--- config.mk ---
export PLATFORM = sky130hd
export DESIGN_NAME = ascon_perm_iter
export DESIGN_NICKNAME = d
export VERILOG_FILES = /design/src/rtl/ascon_pkg.sv /design/src/rtl/ascon_round.sv /design/src/rtl/ascon_perm_iter.sv
export SDC_FILE = /design/constraint.sdc
export NUM_CORES = 2
export LEC_CHECK = 0
export ABC_CLOCK_PERIOD_IN_PS = 3200
export CORE_MARGIN = 2
export CORE_UTILIZATION = 27
export CTS_CLUSTER_DIAMETER = 100
export DETAILED_ROUTE_END_ITERATION = 16
export GPL_TIMING_DRIVEN = 0
export PLACE_DENSITY = 0.54
export SKIP_CTS_REPAIR_TIMING = 1
export SLEW_MARGIN = 20
export SYNTH_ARGS = -nofsm -noshare
export SYNTH_HDL_FRONTEND = slang
export SYNTH_SLANG_ARGS = --single-unit
--- constraint.sdc ---
create_clock -name clk -period 3.2 [get_ports clk]
set_input_delay 0.64 -clock clk [delete_from_list [all_inputs] [get_ports clk]]
set_output_delay 0.64 -clock clk [all_outputs]
set_load 0.02 [all_outputs]
--- src/rtl/ascon_pkg.sv ---
`default_nettype none
// ============================================================================
// Module      : ascon_pkg
// Description : Shared types, round counts, rotation amounts, round-constant
//               helper and FSM encodings for the iterative Ascon permutation.
// Revision    : 1.0 - initial release
// ============================================================================
package ascon_pkg;

  // x0 occupies the most significant word, matching the 320-bit port packing
  typedef struct packed {
    logic [63:0] x0;
    logic [63:0] x1;
    logic [63:0] x2;
    logic [63:0] x3;
    logic [63:0] x4;
  } ascon_state_t;

  localparam int NR_A = 12;

  // Linear-layer rotation pairs per word
  localparam int ROT_X0_A = 19;
  localparam int ROT_X0_B = 28;
  localparam int ROT_X1_A = 61;
  localparam int ROT_X1_B = 39;
  localparam int ROT_X2_A = 1;
  localparam int ROT_X2_B = 6;
  localparam int ROT_X3_A = 10;
  localparam int ROT_X3_B = 17;
  localparam int ROT_X4_A = 7;
  localparam int ROT_X4_B = 41;

  // FSM encodings
  localparam logic [1:0] ST_IDLE = 2'd0;
  localparam logic [1:0] ST_RUN  = 2'd1;
  localparam logic [1:0] ST_DONE = 2'd2;

  // p^b round count: Ascon-128 uses 6, Ascon-128a uses 8
  function automatic int nr_b(input int alg_ver);
    return (alg_ver == 2) ? 8 : 6;
  endfunction

  // Round constant: high nibble is the complement of the round index
  function automatic logic [7:0] round_const(input logic [3:0] r);
    return {4'hF - r, r};
  endfunction

  function automatic logic [63:0] rotr64(input logic [63:0] x, input int unsigned n);
    return (x >> n) | (x << (64 - n));
  endfunction

endpackage
`default_nettype wire

--- src/rtl/ascon_round.sv ---
`default_nettype none
// ============================================================================
// Module      : ascon_round
// Description : One combinational Ascon round: constant addition, bit-sliced
//               5-bit S-box, linear diffusion layer.
// Revision    : 1.0 - initial release
// ============================================================================
module ascon_round
  import ascon_pkg::*;
(
  input  ascon_state_t i_state,
  input  logic [7:0]   i_c,
  output ascon_state_t o_state
);

  logic [63:0] w_c2;
  logic [63:0] w_p0, w_p2, w_p4;
  logic [63:0] w_t0, w_t1, w_t2, w_t3, w_t4;
  logic [63:0] w_k0, w_k1, w_k2, w_k3, w_k4;
  logic [63:0] w_s0, w_s1, w_s2, w_s3, w_s4;

  // Constant addition lands in the low byte of x2
  assign w_c2 = i_state.x2 ^ {56'd0, i_c};

  // S-box input mixing
  assign w_p0 = i_state.x0 ^ i_state.x4;
  assign w_p4 = i_state.x4 ^ i_state.x3;
  assign w_p2 = w_c2 ^ i_state.x1;

  // Chi-like nonlinear core
  assign w_t0 = ~w_p0       & i_state.x1;
  assign w_t1 = ~i_state.x1 & w_p2;
  assign w_t2 = ~w_p2       & i_state.x3;
  assign w_t3 = ~i_state.x3 & w_p4;
  assign w_t4 = ~w_p4       & w_p0;

  assign w_k0 = w_p0       ^ w_t1;
  assign w_k1 = i_state.x1 ^ w_t2;
  assign w_k2 = w_p2       ^ w_t3;
  assign w_k3 = i_state.x3 ^ w_t4;
  assign w_k4 = w_p4       ^ w_t0;

  // S-box output mixing
  assign w_s1 = w_k1 ^ w_k0;
  assign w_s0 = w_k0 ^ w_k4;
  assign w_s3 = w_k3 ^ w_k2;
  assign w_s2 = ~w_k2;
  assign w_s4 = w_k4;

  // Linear diffusion per word
  assign o_state.x0 = w_s0 ^ rotr64(w_s0, ROT_X0_A) ^ rotr64(w_s0, ROT_X0_B);
  assign o_state.x1 = w_s1 ^ rotr64(w_s1, ROT_X1_A) ^ rotr64(w_s1, ROT_X1_B);
  assign o_state.x2 = w_s2 ^ rotr64(w_s2, ROT_X2_A) ^ rotr64(w_s2, ROT_X2_B);
  assign o_state.x3 = w_s3 ^ rotr64(w_s3, ROT_X3_A) ^ rotr64(w_s3, ROT_X3_B);
  assign o_state.x4 = w_s4 ^ rotr64(w_s4, ROT_X4_A) ^ rotr64(w_s4, ROT_X4_B);

endmodule
`default_nettype wire

--- src/rtl/ascon_perm_iter.sv ---
`default_nettype none
// ============================================================================
// Module      : ascon_perm_iter
// Description : Iterative handshaked Ascon permutation (p^a / p^b), UNROLL
//               rounds per clock. Optional abort port enabled by defining
//               ASCON_PERM_ABORT_EN.
// Revision    : 1.0 - initial release
// ============================================================================
module ascon_perm_iter
  import ascon_pkg::*;
#(
  parameter int ALG_VER = 1,
  parameter int UNROLL  = 1
) (
  input  logic         clk,
  input  logic         rst,
  input  logic         in_valid,
  output logic         in_ready,
  input  logic [319:0] in_state,
  input  logic         in_full,
  output logic         out_valid,
  input  logic         out_ready,
  output logic [319:0] out_state,
`ifdef ASCON_PERM_ABORT_EN
  input  logic         abort,
`endif
  output logic         busy
);

  localparam int NR_B = nr_b(ALG_VER);

  generate
    if (UNROLL != 1 && UNROLL != 2) begin : g_bad_unroll
      $error("ascon_perm_iter: UNROLL must be 1 or 2");
    end
    if (ALG_VER != 1 && ALG_VER != 2) begin : g_bad_alg
      $error("ascon_perm_iter: ALG_VER must be 1 or 2");
    end
  endgenerate

  logic [1:0]   st_q, st_d;
  logic [3:0]   rnd_q, rnd_d;
  ascon_state_t state_q, state_d;
  ascon_state_t w_chain [UNROLL+1];
  logic         w_last;
  logic         w_abort;

`ifdef ASCON_PERM_ABORT_EN
  assign w_abort = abort && (st_q != ST_IDLE);
`else
  assign w_abort = 1'b0;
`endif

  // Round r and r+1 (when unrolled) are chained from the state register
  assign w_chain[0] = state_q;
  generate
    for (genvar gi = 0; gi < UNROLL; gi++) begin : g_round
      ascon_round u_round (
        .i_state (w_chain[gi]),
        .i_c     (round_const(rnd_q + 4'(gi))),
        .o_state (w_chain[gi+1])
      );
    end
  endgenerate

  assign w_last = (rnd_q == 4'(NR_A - UNROLL));

  // State, round counter and permutation register
  always_ff @(posedge clk) begin
    if (rst) begin
      st_q    <= ST_IDLE;
      rnd_q   <= 4'd0;
      state_q <= '0;
    end else begin
      st_q    <= st_d;
      rnd_q   <= rnd_d;
      state_q <= state_d;
    end
  end

  // Next-state: accept, run until the last round, release on consume
  always_comb begin
    st_d = st_q;
    case (st_q)
      ST_IDLE: if (in_valid)  st_d = ST_RUN;
      ST_RUN:  if (w_last)    st_d = ST_DONE;
      ST_DONE: if (out_ready) st_d = ST_IDLE;
      default:                st_d = ST_IDLE;
    endcase
    if (w_abort) st_d = ST_IDLE;
  end

  // Datapath: load on accept, advance UNROLL rounds per cycle in RUN
  always_comb begin
    state_d = state_q;
    rnd_d   = rnd_q;
    if (!w_abort) begin
      if (st_q == ST_IDLE && in_valid) begin
        state_d = ascon_state_t'(in_state);
        rnd_d   = in_full ? 4'd0 : 4'(NR_A - NR_B);
      end else if (st_q == ST_RUN) begin
        state_d = w_chain[UNROLL];
        rnd_d   = rnd_q + 4'(UNROLL);
      end
    end
  end

  // Outputs decoded from the state register
  always_comb begin
    in_ready  = (st_q == ST_IDLE);
    out_valid = (st_q == ST_DONE);
    busy      = (st_q == ST_RUN) || (st_q == ST_DONE);
    out_state = state_q;
  end

endmodule
`default_nettype wire

**Word-level counts from Yosys, hierarchy flattened**

Index checks and enable logic that the tools add are counted.

- Equality and inequality tests: 6
- $add $sub $neg: 2
- Muxes and demuxes: 9
- Bitwise operators: 43
- Reductions and logical operators: 5

Operators with widths:

| cell | count |
|---|---|
| 64-bit XOR | 21 |
| 320-bit two-way mux | 2 |
| 64-bit inverter | 6 |
| 64-bit AND | 5 |
| 23-bit by 64-bit OR with 64-bit output | 1 |
| 25-bit by 64-bit OR with 64-bit output | 1 |
| 3-bit by 64-bit OR with 64-bit output | 1 |
| 36-bit by 64-bit OR with 64-bit output | 1 |
| 45-bit by 64-bit OR with 64-bit output | 1 |
| 47-bit by 64-bit OR with 64-bit output | 1 |
| 54-bit by 64-bit OR with 64-bit output | 1 |
| 57-bit by 64-bit OR with 64-bit output | 1 |
| 58-bit by 64-bit OR with 64-bit output | 1 |
| 63-bit by 64-bit OR with 64-bit output | 1 |
| 64-bit by 8-bit XOR with 64-bit output | 1 |
| 4-bit two-way mux | 2 |
| 2-bit two-way mux | 3 |
| 2-bit one-hot mux with 3 select lines | 1 |
| 4-bit by 1-bit adder with 4-bit output (second input constant) | 1 |
| 4-bit == test (second input constant) | 1 |
| 2-bit inequality test (second input constant) | 2 |
| 4-bit subtractor (first input constant) | 1 |
| 3-bit two-way mux | 1 |
| 3-bit AND reduction | 1 |
| 7 further kinds | 7 |

- Word-level logic and storage cells: 72
- Output and inout port bits: 323
- Register bits after elaboration: 326

**Depth between registers and ports, before layout**

- Word-level depth: 12
- Depth in mapped cells: 10
- Depth with buffers taken out: 7

**Cells and area by module**

Synthesis repeated with hierarchy kept, for this count alone.

- Cells, all modules: 3343
- Area, all modules: 33602.2 um2

By module, submodules not included:

| module | sequential area each (um2) | cells an instance | instances | area an instance (um2) |
|---|---|---|---|---|
| ascon_perm_iter | 6526.3 | 1782 | 1 | 17111.4 |
| ascon_round | 0.0 | 1561 | 1 | 16490.8 |

**Worst setup path after synthesis**

OpenSTA, ideal clock, no wires.

- Path type: flip-flop to flip-flop
- Start: register state_q (netlist bit out_state[220])
- End: register state_q (netlist bit out_state[150])
- Stages on the path, launching flop included: 8
- Data required time: 3.135 ns
- Arrival: 2.129 ns
- Period minus slack after synthesis: 2.194 ns
- Slack: 1.006 ns
- Cell sequence: dfxtp_1 > inv_1 > ha_1 > xnor2_1 > xor3_1 > a211oi_1 > a21oi_1 > nor2_1

- Cells in the longest elaborated chain, start to end: 7

Ends and longest elaborated chain:

| what | line | source |
|---|---|---|
| start: declaration | ascon_perm_iter.sv:43 | `ascon_state_t state_q, state_d;` |
| start signal: assignment | ascon_perm_iter.sv:77 | `state_q <= state_d;` |
| 64-bit XOR | ascon_round.sv:28 | `assign w_p2 = w_c2 ^ i_state.x1;` |
| 64-bit XOR | ascon_round.sv:39 | `assign w_k2 = w_p2 ^ w_t3;` |
| 64-bit inverter | ascon_round.sv:47 | `assign w_s2 = ~w_k2;` |
| 58-bit by 64-bit OR with 64-bit output | ascon_pkg.sv:49 | `return (x >> n) \| (x << (64 - n));` |
| 64-bit XOR | ascon_round.sv:53 | `assign o_state.x2 = w_s2 ^ rotr64(w_s2, ROT_X2_A) ^ rotr64(w_s2, ROT_X2_B);` |
| 320-bit two-way mux | ascon_perm_iter.sv:101 | `end else if (st_q == ST_RUN) begin` |
| 320-bit two-way mux | ascon_perm_iter.sv:98 | `if (st_q == ST_IDLE && in_valid) begin` |

Every way passes these cells. The select of a mux whose other input is x is not followed.
A chain may end at the register's enable or synchronous reset.

**Worst setup path in the final report**

- Start: register state_q (netlist bit out_state[30])
- End: register state_q (netlist bit out_state[30])

- Cells in the longest elaborated chain, start to end: 8

Ends and longest elaborated chain:

| what | line | source |
|---|---|---|
| 64-bit XOR | ascon_round.sv:26 | `assign w_p0 = i_state.x0 ^ i_state.x4;` |
| 64-bit inverter | ascon_round.sv:31 | `assign w_t0 = ~w_p0 & i_state.x1;` |
| 64-bit AND | ascon_round.sv:31 |  |
| 64-bit XOR (*) | ascon_round.sv:41 | `assign w_k4 = w_p4 ^ w_t0;` |
| 64-bit XOR (*) (2 in series) | ascon_round.sv:55 | `assign o_state.x4 = w_s4 ^ rotr64(w_s4, ROT_X4_A) ^ rotr64(w_s4, ROT_X4_B);` |
| 320-bit two-way mux (*) | ascon_perm_iter.sv:101 |  |
| 320-bit two-way mux (*) | ascon_perm_iter.sv:98 |  |

Every way passes the cells marked *; elsewhere a longest branch is shown, timed or not. The select of a mux whose other input is x is not followed.

==> impl_metrics.json <==
{
  "run_status": "finished, violations left",
  "violations": "setup timing",
  "synth_nets": 3592,
  "synth_compound_area_frac": 0.212,
  "vias": 30600,
  "yosysTopAreaCellShare": 0.216,
  "drtAntennaViolNets": 0,
  "port_buffers": 647,
  "timing.hold.ws_ps": 534,
  "drv_cap": 0,
  "wire_per_inst_um": 40.9,
  "place_area_sq_um": 39400,
  "setup_viol_count_final": 2,
  "io_pins": 648,
  "finalInstanceArea_sq_um": 41300,
  "cts_tree": "yes",
  "grt_max_degree": 12,
  "synthMuxAreaShare": 0.0173,
  "core-area_sq_um": 111000,
  "cts.sinks": 326,
  "async_flop_share": 0,
  "multi_input_area_sq_um": 23000,
  "cp.arrival_ps": 3940,
  "synth_top_family_by_area": "XOR/XNOR gates",
  "syn2layout_area_growth_pct": 36.8,
  "antenna_found_initial": 49,
  "dp_hpwl_mm": 192,
  "wirelength_mm": 221,
  "rsz0062_at_grt": "false",
  "clock.fmax_mhz": 289,
  "path_class": "flip-flop to flip-flop",
  "grt_pass1_wl_mm": 283,
  "synthXorXnorAreaFrac": 0.355,
  "die-area_sq_um": 114000,
  "critPathMaxFanout": 6,
  "min_period_ps": 3460,
  "firstDrtPassIters": 8,
  "grt_usage": 0.373,
  "finClkSkew_ps": 28.1,
  "holdCritPathClass": "flip-flop to flip-flop",
  "yosysMostFrequentCell": "xnor2_1",
  "final-seq-area_sq_um": 6530,
  "cts.path.max_buffers": 3,
  "drtIter0Drc": 3591,
  "holdPathEnd": "out_state[72]",
  "root_buffer": "clkbuf_16",
  "synth_edf_count": 0,
  "r2r-end": "out_state[30]",
  "period_share": 1.08,
  "drv_slew": 0,
  "reg2regPathDepth": 5,
  "r2r_start": "out_state[30]",
  "rows": 122,
  "start_util": 0.272,
  "slew_headroom": 0.0678,
  "synthAdderAreaFrac": 0.0765,
  "r2r_setup_slack_ps": -260,
  "synthCells": 3133,
  "remaining_drc_errors": 0,
  "clk_pin_slew_worst_paths_ps": 60,
  "yosys-top-cells-area": "dfxtp_1 (22%), xnor3_1 (14%), xnor2_1 (9.9%), ha_1 (5.6%), xor3_1 (4.5%)",
  "chipWidth_um": 338,
  "start_kind": "flip-flop",
  "gp_congestion": 1.07,
  "holdCritStartpoint": "out_state[72]",
  "ys_ff_latch": 326,
  "numCtsBuffers": 48,
  "gr-total-overflow": 0,
  "layout-drive-gt1-share": 0.0931,
  "synth.distinct_cells": 44,
  "avgSynthCellArea_sq_um": 9.62,
  "netlist_top_cells_count": "xnor2_1 (340), dfxtp_1 (326), o21ai_0 (268)",
  "setup_ws_ps": -256,
  "clk_latency_ps": 660,
  "synth_top_area_cell": "dfxtp_1",
  "whs_path_depth": 2,
  "dominantRegCellSynth": "dfxtp_1",
  "tightest_slew_ps": 1390,
  "die-height_um": 338,
  "synthesis.area_sq_um": 30100,
  "cp.required_ps": 3690,
  "final_nets": 4322,
  "fillerInstances": 11300,
  "yosysWarnings": 0,
  "viasPerCell": 5.66,
  "fin_util": 0.373,
  "preCtsSetupSlack_ps": -1180,
  "grt_pass1_vias": 29100,
  "hold_violations": 0,
  "end_kind": "flip-flop",
  "synth-simple-area-share": 0.0808,
  "synth_seq_area_share": 0.216,
  "h-tree-depth": 2
}
-- metal layers --
metal | vias up | routed length [um] | global-route usage
met1 | 15500 | 90600 | 0.480
met5 | - | 181 | 0
met3 | 403 | 18600 | 0.0781
met4 | 26 | 15200 | 0.225
met2 | 1735 | 96300 | 0.573
li1 | 12900 | - | -
-- kinds of logic after synthesis --
group	after synthesis
AO/OA/AOI/OAI	985
AND/OR/NAND/NOR	488
XOR/XNOR	755
flip-flops	326
multiplexers	52
adder cells (fa/ha/maj)	197
buffers and inverters	330
-- final cells by class --
type | instances | share of cell area
Antenna cell | 12 | 0.000728
Buffer | 131 | 0.0139
Clock buffer | 65 | 0.0336
Clock inverter | 20 | 0.00494
Inverter | 196 | 0.0179
Multi-Input combinational cell | 2477 | 0.559
Sequential cell | 326 | 0.158
Tap cell | 1488 | 0.0451
Timing Repair Buffer | 683 | 0.167
-- cells in the final DEF (no fill, tap or decap), types with 134 or more instances in the layout --
cell / instances
ha_1: 134
xnor3_1: 193
clkdlybuf4s50_1: 647
o21ai_0: 255
a21oi_1: 148
a22oi_1: 165
a211oi_1: 171
inv_1: 195
nor2_1: 263
dfxtp_1: 326
xnor2_1: 287
-- per-stage QoR --
stage / TNS [ps] / cells
after floorplan: 0 / 3133
after global placement: -497980 / 5268
after detailed placement: -147830 / 5302
after CTS: -88380 / 5387
after global routing: 0 / 5386
final: -310 / 5398
-- flip-flops by register name (all words and copies together), names as in the netlist --
name and cells:
out_state 320, rnd_q 4, st_q 2
-- worst max-delay path, cell delays in order (launching register included) --
cell	delay (ps)
dfxtp_1	670
xor2_2	210
o21ai_0	1050
a211oi_1	290
o21ai_0	880
a311oi_1	180
-- worst max-delay path by stage --
stage               depth (start not counted)      startpoint             end
floorplan                                   7  out_state[220]  out_state[150]
global placement                            7        in_valid   out_state[78]
detailed placement                          9        in_valid   out_state[78]
CTS                                        10         st_q[0]   out_state[78]
global route                               10         st_q[1]  out_state[186]
finish                                      5   out_state[30]   out_state[30]
Power is not shown: default switching activity piles up to over one toggle a cycle in this logic, so the estimate is an artifact.
